==> src/rtl/psum_arb_pkg.sv <==
// Shared types for the psum buffer arbiter: FSM state encoding and read-owner tags.
package psum_arb_pkg;

    typedef enum logic {
        ST_IDLE  = 1'b0,
        ST_CLEAR = 1'b1
    } arb_state_e;

    localparam logic TAG_A = 1'b0;
    localparam logic TAG_B = 1'b1;

    typedef struct packed {
        logic vld;
        logic tag;
    } rd_tag_t;

endpackage

==> src/rtl/psum_mem_arb_if.sv <==
// Bundle of the accumulator, drain, clear and memory-side signals of psum_mem_arb.
// slave is the arbiter's view; master is the view of the surrounding clients and memory.
interface psum_mem_arb_if #(
    parameter int DATA_WIDTH = 32,
    parameter int ADDR_WIDTH = 32,
    parameter int REG_WIDTH  = 32
);
    logic [ADDR_WIDTH-1:0] a_radd;
    logic                  a_rden;
    logic [ADDR_WIDTH-1:0] a_wadd;
    logic                  a_wren;
    logic [DATA_WIDTH-1:0] a_idat;
    logic [DATA_WIDTH-1:0] a_odat;
    logic                  a_ovld;
    logic                  b_req;
    logic [ADDR_WIDTH-1:0] b_radd;
    logic                  b_gnt;
    logic [DATA_WIDTH-1:0] b_odat;
    logic                  b_ovld;
    logic                  clr_start;
    logic [REG_WIDTH-1:0]  clr_len;
    logic                  clr_busy;
    logic                  clr_done;
    logic                  err_clr_col;
    logic [ADDR_WIDTH-1:0] mem_radd;
    logic                  mem_rden;
    logic [DATA_WIDTH-1:0] mem_odat;
    logic                  mem_ovld;
    logic [ADDR_WIDTH-1:0] mem_wadd;
    logic                  mem_wren;
    logic [DATA_WIDTH-1:0] mem_idat;
    logic [REG_WIDTH-1:0]  dbg_b_stall_cnt;
    logic [REG_WIDTH-1:0]  dbg_clr_col_cnt;

    modport slave (
        input  a_radd, a_rden, a_wadd, a_wren, a_idat, b_req, b_radd,
               clr_start, clr_len, mem_odat, mem_ovld,
        output a_odat, a_ovld, b_gnt, b_odat, b_ovld, clr_busy, clr_done,
               err_clr_col, mem_radd, mem_rden, mem_wadd, mem_wren, mem_idat,
               dbg_b_stall_cnt, dbg_clr_col_cnt
    );

    modport master (
        output a_radd, a_rden, a_wadd, a_wren, a_idat, b_req, b_radd,
               clr_start, clr_len, mem_odat, mem_ovld,
        input  a_odat, a_ovld, b_gnt, b_odat, b_ovld, clr_busy, clr_done,
               err_clr_col, mem_radd, mem_rden, mem_wadd, mem_wren, mem_idat,
               dbg_b_stall_cnt, dbg_clr_col_cnt
    );

endinterface

==> src/rtl/psum_arb_tag_pipe.sv <==
// Owner-tag delay line: {valid, tag} of each issued read emerges STAGES cycles later,
// aligned with the memory's read data.
module psum_arb_tag_pipe
    import psum_arb_pkg::*;
#(
    parameter int STAGES = 1
) (
    input  logic    clk,
    input  logic    rst_n,
    input  rd_tag_t push,
    output rd_tag_t head
);

    logic [STAGES:1] vld_pipe;
    logic [STAGES:1] tag_pipe;

    always_ff @(posedge clk or negedge rst_n) begin
        if (!rst_n) begin
            vld_pipe <= '0;
            tag_pipe <= '0;
        end else begin
            vld_pipe[1] <= push.vld;
            tag_pipe[1] <= push.tag;
            for (int i = 2; i <= STAGES; i++) begin
                vld_pipe[i] <= vld_pipe[i-1];
                tag_pipe[i] <= tag_pipe[i-1];
            end
        end
    end

    assign head.vld = vld_pipe[STAGES];
    assign head.tag = tag_pipe[STAGES];

endmodule

==> src/rtl/psum_mem_arb.sv <==
// Shares the dual-port psum buffer between the accumulator (A), the drain reader (B) and
// the zero-fill clear engine. Optional debug counters under PSUM_ARB_STAT_EN.
module psum_mem_arb
    import psum_arb_pkg::*;
#(
    parameter int DATA_WIDTH = 32,
    parameter int ADDR_WIDTH = 32,
    parameter int MEM_DELAY  = 1,
    parameter int REG_WIDTH  = 32
) (
    input  logic           clk,
    input  logic           rst_n,
    psum_mem_arb_if.slave  bus
);

    arb_state_e            state_q, state_d;
    logic [ADDR_WIDTH-1:0] clr_addr_q;
    logic [REG_WIDTH-1:0]  clr_len_q;
    logic                  clr_busy_q;
    logic                  zero_done_q;
    logic                  err_q;
    logic                  start_ok;
    logic                  clr_last;
    logic                  a_col;
    logic                  b_gnt;
    rd_tag_t               tag_push, tag_head;

    assign start_ok = (state_q == ST_IDLE) & bus.clr_start;
    assign a_col    = (state_q == ST_CLEAR) & bus.a_wren;

    always_comb begin
        state_d  = state_q;
        clr_last = 1'b0;
        unique case (state_q)
            ST_IDLE: begin
                if (bus.clr_start && (bus.clr_len != '0)) state_d = ST_CLEAR;
            end
            ST_CLEAR: begin
                clr_last = ~bus.a_wren && (clr_addr_q == ADDR_WIDTH'(clr_len_q - 1'b1));
                if (clr_last) state_d = ST_IDLE;
            end
            default: state_d = ST_IDLE;
        endcase
    end

    // Length is latched at start so a mid-clear change of clr_len cannot shorten the fill.
    always_ff @(posedge clk or negedge rst_n) begin
        if (!rst_n) begin
            state_q     <= ST_IDLE;
            clr_addr_q  <= '0;
            clr_len_q   <= '0;
            clr_busy_q  <= 1'b0;
            zero_done_q <= 1'b0;
            err_q       <= 1'b0;
        end else begin
            state_q     <= state_d;
            clr_busy_q  <= (state_d == ST_CLEAR);
            zero_done_q <= start_ok & (bus.clr_len == '0);
            if (start_ok) begin
                clr_addr_q <= '0;
                clr_len_q  <= bus.clr_len;
            end else if ((state_q == ST_CLEAR) && !bus.a_wren) begin
                clr_addr_q <= clr_addr_q + 1'b1;
            end
            if (start_ok)   err_q <= 1'b0;
            else if (a_col) err_q <= 1'b1;
        end
    end

    // Read port: A always wins, B only gets idle, non-clearing cycles.
    assign b_gnt        = bus.b_req & ~bus.a_rden & (state_q == ST_IDLE);
    assign bus.b_gnt    = b_gnt;
    assign bus.mem_rden = bus.a_rden | b_gnt;
    assign bus.mem_radd = bus.a_rden ? bus.a_radd : bus.b_radd;

    assign bus.mem_wren = bus.a_wren | (state_q == ST_CLEAR);
    assign bus.mem_wadd = bus.a_wren ? bus.a_wadd : clr_addr_q;
    assign bus.mem_idat = bus.a_wren ? bus.a_idat : '0;

    assign bus.clr_busy    = clr_busy_q;
    assign bus.clr_done    = zero_done_q | clr_last;
    assign bus.err_clr_col = err_q;

    assign tag_push.vld = bus.mem_rden;
    assign tag_push.tag = bus.a_rden ? TAG_A : TAG_B;

    psum_arb_tag_pipe #(.STAGES(MEM_DELAY)) u_tag_pipe (
        .clk   (clk),
        .rst_n (rst_n),
        .push  (tag_push),
        .head  (tag_head)
    );

    // Returns with an empty pipe head are stray and dropped.
    assign bus.a_ovld = bus.mem_ovld & tag_head.vld & (tag_head.tag == TAG_A);
    assign bus.b_ovld = bus.mem_ovld & tag_head.vld & (tag_head.tag == TAG_B);
    assign bus.a_odat = bus.mem_odat;
    assign bus.b_odat = bus.mem_odat;

`ifdef PSUM_ARB_STAT_EN
    logic [REG_WIDTH-1:0] stall_cnt_q, col_cnt_q;

    always_ff @(posedge clk or negedge rst_n) begin
        if (!rst_n) begin
            stall_cnt_q <= '0;
            col_cnt_q   <= '0;
        end else begin
            if (bus.b_req && !b_gnt && (stall_cnt_q != '1)) stall_cnt_q <= stall_cnt_q + 1'b1;
            if (a_col && (col_cnt_q != '1))                 col_cnt_q   <= col_cnt_q + 1'b1;
        end
    end

    assign bus.dbg_b_stall_cnt = stall_cnt_q;
    assign bus.dbg_clr_col_cnt = col_cnt_q;
`else
    assign bus.dbg_b_stall_cnt = '0;
    assign bus.dbg_clr_col_cnt = '0;
`endif

endmodule

==> src/flat_wrapper.sv <==
// flat-port wrapper written by rule: the top's interface ports become plain ports
module psum_mem_arb_flat import psum_arb_pkg::*;
#(
    parameter int DATA_WIDTH = 32,
    parameter int ADDR_WIDTH = 32,
    parameter int MEM_DELAY  = 1,
    parameter int REG_WIDTH  = 32
)
  (clk, rst_n, bus_a_radd, bus_a_rden, bus_a_wadd, bus_a_wren, bus_a_idat, bus_b_req, bus_b_radd, bus_clr_start, bus_clr_len, bus_mem_odat, bus_mem_ovld, bus_a_odat, bus_a_ovld, bus_b_gnt, bus_b_odat, bus_b_ovld, bus_clr_busy, bus_clr_done, bus_err_clr_col, bus_mem_radd, bus_mem_rden, bus_mem_wadd, bus_mem_wren, bus_mem_idat, bus_dbg_b_stall_cnt, bus_dbg_clr_col_cnt);
  psum_mem_arb_if #(.DATA_WIDTH(DATA_WIDTH), .ADDR_WIDTH(ADDR_WIDTH), .REG_WIDTH(REG_WIDTH)) bus_i ();
  input  logic clk;
  input  logic rst_n;
  input wire logic [$bits(bus_i.a_radd)-1:0] bus_a_radd;
  input wire logic [$bits(bus_i.a_rden)-1:0] bus_a_rden;
  input wire logic [$bits(bus_i.a_wadd)-1:0] bus_a_wadd;
  input wire logic [$bits(bus_i.a_wren)-1:0] bus_a_wren;
  input wire logic [$bits(bus_i.a_idat)-1:0] bus_a_idat;
  input wire logic [$bits(bus_i.b_req)-1:0] bus_b_req;
  input wire logic [$bits(bus_i.b_radd)-1:0] bus_b_radd;
  input wire logic [$bits(bus_i.clr_start)-1:0] bus_clr_start;
  input wire logic [$bits(bus_i.clr_len)-1:0] bus_clr_len;
  input wire logic [$bits(bus_i.mem_odat)-1:0] bus_mem_odat;
  input wire logic [$bits(bus_i.mem_ovld)-1:0] bus_mem_ovld;
  output wire logic [$bits(bus_i.a_odat)-1:0] bus_a_odat;
  output wire logic [$bits(bus_i.a_ovld)-1:0] bus_a_ovld;
  output wire logic [$bits(bus_i.b_gnt)-1:0] bus_b_gnt;
  output wire logic [$bits(bus_i.b_odat)-1:0] bus_b_odat;
  output wire logic [$bits(bus_i.b_ovld)-1:0] bus_b_ovld;
  output wire logic [$bits(bus_i.clr_busy)-1:0] bus_clr_busy;
  output wire logic [$bits(bus_i.clr_done)-1:0] bus_clr_done;
  output wire logic [$bits(bus_i.err_clr_col)-1:0] bus_err_clr_col;
  output wire logic [$bits(bus_i.mem_radd)-1:0] bus_mem_radd;
  output wire logic [$bits(bus_i.mem_rden)-1:0] bus_mem_rden;
  output wire logic [$bits(bus_i.mem_wadd)-1:0] bus_mem_wadd;
  output wire logic [$bits(bus_i.mem_wren)-1:0] bus_mem_wren;
  output wire logic [$bits(bus_i.mem_idat)-1:0] bus_mem_idat;
  output wire logic [$bits(bus_i.dbg_b_stall_cnt)-1:0] bus_dbg_b_stall_cnt;
  output wire logic [$bits(bus_i.dbg_clr_col_cnt)-1:0] bus_dbg_clr_col_cnt;
  assign bus_i.a_radd = bus_a_radd;
  assign bus_i.a_rden = bus_a_rden;
  assign bus_i.a_wadd = bus_a_wadd;
  assign bus_i.a_wren = bus_a_wren;
  assign bus_i.a_idat = bus_a_idat;
  assign bus_i.b_req = bus_b_req;
  assign bus_i.b_radd = bus_b_radd;
  assign bus_i.clr_start = bus_clr_start;
  assign bus_i.clr_len = bus_clr_len;
  assign bus_i.mem_odat = bus_mem_odat;
  assign bus_i.mem_ovld = bus_mem_ovld;
  assign bus_a_odat = bus_i.a_odat;
  assign bus_a_ovld = bus_i.a_ovld;
  assign bus_b_gnt = bus_i.b_gnt;
  assign bus_b_odat = bus_i.b_odat;
  assign bus_b_ovld = bus_i.b_ovld;
  assign bus_clr_busy = bus_i.clr_busy;
  assign bus_clr_done = bus_i.clr_done;
  assign bus_err_clr_col = bus_i.err_clr_col;
  assign bus_mem_radd = bus_i.mem_radd;
  assign bus_mem_rden = bus_i.mem_rden;
  assign bus_mem_wadd = bus_i.mem_wadd;
  assign bus_mem_wren = bus_i.mem_wren;
  assign bus_mem_idat = bus_i.mem_idat;
  assign bus_dbg_b_stall_cnt = bus_i.dbg_b_stall_cnt;
  assign bus_dbg_clr_col_cnt = bus_i.dbg_clr_col_cnt;
  psum_mem_arb #(.DATA_WIDTH(DATA_WIDTH), .ADDR_WIDTH(ADDR_WIDTH), .MEM_DELAY(MEM_DELAY), .REG_WIDTH(REG_WIDTH)) u_core (.clk(clk), .rst_n(rst_n), .bus(bus_i));
endmodule
==> config.mk <==
export PLATFORM = sky130hd
export DESIGN_NAME = psum_mem_arb_flat
export DESIGN_NICKNAME = d
export VERILOG_FILES = /design/src/rtl/psum_arb_pkg.sv /design/src/rtl/psum_mem_arb_if.sv /design/src/rtl/psum_arb_tag_pipe.sv /design/src/rtl/psum_mem_arb.sv /design/src/flat_wrapper.sv
export SDC_FILE = /design/constraint.sdc
export NUM_CORES = 1
export LEC_CHECK = 0
export ABC_AREA = 1
export BUFFER_PORTS_ARGS = -buffer_cell sky130_fd_sc_hd__buf_4
export CAP_MARGIN = 20
export CORE_AREA = 5 5 166 168
export DETAILED_ROUTE_END_ITERATION = 10
export DIE_AREA = 0 0 171 173
export SYNTH_ARGS = -nofsm -noshare
export SYNTH_HDL_FRONTEND = slang
export SYNTH_SLANG_ARGS = --single-unit
==> constraint.sdc <==
create_clock -name clk -period 4.55 [get_ports clk]
set_clock_uncertainty 0.1 [all_clocks]
set_input_delay 0.455 -clock clk [delete_from_list [all_inputs] [get_ports clk]]
set_output_delay 0.455 -clock clk [all_outputs]
set_load 0.05 [all_outputs]
==> results.txt <==
Final cell count without fillers = 1597
# diodes = 0
Vias per Instance = 4.26
Clock-pin slew on the worst setup and hold paths = 60 ps
Post-synthesis sequential area ratio = 26.0%
Ys flop type = dfrtp_1
Grt ovf = 0
Inst Count DP = 1582
Most common cell after layout, fill and taps aside = nand2_1
H-tree depth = 3
Worst-margin pin slew = 942 ps
Endpoints failing setup = 0
Number of flops mapped to enable cells by yosys = 0
CTS Buf Count = 9
CP max-delay cell = dfrtp_1
Final ANT Viol Nets = 0
Post-CTS setup buffers = 0
Crit-path most repeated cell = nand2_1
Post-route design area = 8520 sq um
Post-synth cell types = 42
TritonRoute pass-1 iters = 4
Core Area = 25800 sq um
Area Overhead vs Synth = 28.4%
Slew HR = 37.2%
Port-buffer cells = 270
First-pass GRT wire length = 35100 microns
CTS Buffer Depth = 2
Cell area after synthesis = 6630 sq um
Row count = 59
Crit Path Max Fanout = 11
Max Fclk = 313 MHz
Arrival @ worst endpoint = 2640 ps
Cts repair resizes = 0
Pwr Density = 253 nW/um^2
HPWL after DPL = 19000 microns
Routed WL = 22800 microns
Worst EP required = 3990 ps
HP Class = primary input to asynchronous set/reset pin
Detailed-route wire length per cell = 14.3 microns
Layout cells sized above 1 = 25.8%
Worst setup EP type = output pin
Vias in the first global route = 6609
Placer congestion estimate = 0.924
Crit Path Class = register to output pin
Layout Nets = 1459
Die span in y = 173 microns
Die Footprint = 29600 sq um
Lkg Pwr = 5.05 nW
Clock sink count = 69
# DRC = 0
Final Slew Violations = 0
Ys Warns = 0
MaxCap Viol Count = 0
Peak supply drop = 0.000199 V
R2R Setup Slk = 2260 ps
Post-Syn Instances = 1070
CTS root buffer = clkbuf_16
Asr flop ratio synth = 100%
Crit path launch type = register
Initial antenna violation count = 0
Die Wd = 171 microns
DR iter-0 viols = 371
Setup TNS = 0 ps
Most frequent cells in the layout = 370 x nand2_1, 272 x buf_4, 141 x inv_1
Post-synth top area share = 26.0%
Worst-path cell chain = nor2_2, nand2_2, nor2_2, nand2_1, o21ai_0, nand2_1, nor2_1, nand2_1, nor2_1, nand3_1, nand2_1, buf_4
Status = finished clean
# fillers = 2825
I/O pin count = 431
Fin crit share = 70.2%
Critical path's largest stage delay = 450 ps
Worst skew pair latency = 340 ps
Total GRT Usage = 14.7%
Starting Density = 25.7%
#FFs+latches synth = 69
Leading area contributor after synthesis = dfrtp_1
CTS Hold Bufs = 0
Routed vias = 6800
Area contributors post-synth = dfrtp_1 26%, nand2_1 21%, buf_4 14%
Min Tclk post-route = 3190 ps
CTS tree = built
Mean Syn Cell Area = 6.20 sq um
RSZ-0062 raised after global routing = false
Final Hold Vio Count = 0
Largest net degree at the start of global routing = 71
Placed Area = 8250 sq um
[worst max-delay path: cells and delay by family, from the launching register on]
family	cells	cell delay (ps)
DFF	1	450
buffers and inverters	1	210
AOI/OAI and AO/OA	1	190
and+or+nand+nor	10	1440
[registers in the layout (all words and copies together), names as in the netlist]
name                        cells
u_core.u_tag_pipe.vld_pipe      1
u_core.clr_len_q               32
u_core.bus.err_clr_col          1
u_core.clr_addr_q              32
u_core.zero_done_q              1
u_core.u_tag_pipe.tag_pipe      1
u_core.state_q                  1
[synth_stat cells, types with 6 or more instances]
library cell / count
nand3b_1: 7
dfrtp_1: 69
nor3_1: 6
nor2_2: 9
o21ai_0: 79
inv_1: 141
clkbuf_1: 29
nor2_1: 85
nand2_2: 11
nand2_1: 371
buf_4: 128
nand3_1: 31
nand4_1: 15
xor2_1: 19
xnor2_1: 11
a21oi_1: 11
[per-layer routing]
metal / wire length [microns] / GRT usage (%) / vias to the layer above
met5: 0 / 0 / -
li1: - / - / 3461
met1: 9130 / 17.4 / 3035
met4: 383 / 3.99 / 0
met3: 1840 / 3.47 / 32
met2: 11500 / 26.5 / 272
[cells by family (layout without fill, tap and decap cells)]
logic type	after synthesis	count (layout)	synth area share (%)
flops	69	69	26.0
buf+inv	304	433	24.6
mux	1	1	0.151
fa+ha+maj	2	2	0.377
xor+xnor	30	30	3.96
simple gates	553	553	35.9
compound gates	110	110	8.91
other cells	1	64	0.0566
[final cells by class]
| class | instances | area (sq um) | share of cell area (%) |
|---|---|---|---|
| multi-input cells | 760 | 3510 | 41.2 |
| well taps | 335 | 419 | 4.92 |
| flip-flops and latches | 69 | 1730 | 20.3 |
| clock buffers | 10 | 239 | 2.81 |
| repair buffers | 272 | 2040 | 24.0 |
| inverters | 146 | 549 | 6.45 |
| clock inverters | 5 | 27.5 | 0.323 |
[per-stage QoR]
stage               utilization (%)  setup WS, ps  power [W]  hold slack [ps]
finish                         33.1          1360    0.00215              116
global route                   33.1          1100    0.00225              233
CTS                            33.1          1330    0.00216              186
detailed placement             32.0          1540    0.00152              398
global placement               32.0          1570    0.00152              392
floorplan                         -          2050    0.00142             59.4
[power by group]
part	internal, W	switching (W)	total [W]
Combinational	0.000252	0.000562	0.000814
Clock	0.000376	0.000269	0.000646
Sequential	0.000643	0.0000505	0.000693
Total	0.00127	0.000881	0.00215
[worst paths after layout]
| check | startpoint | to | cells past startpoint |
|---|---|---|---|
| worst max-delay path | u_core.clr_len_q[2] | bus_clr_done | 12 |
| worst max register to register | u_core.clr_len_q[2] | u_core.state_q | 12 |
| max in group asynchronous | rst_n | u_core.clr_addr_q[28] | 1 |
| worst min-delay path | rst_n | u_core.clr_addr_q[1] | 1 |
| min in group clk | bus_clr_len[25] | u_core.clr_len_q[25] | 3 |
| worst min register to register | u_core.clr_len_q[31] | u_core.clr_len_q[31] | 2 |
No activity file was read; power rests on OpenSTA's default activity.
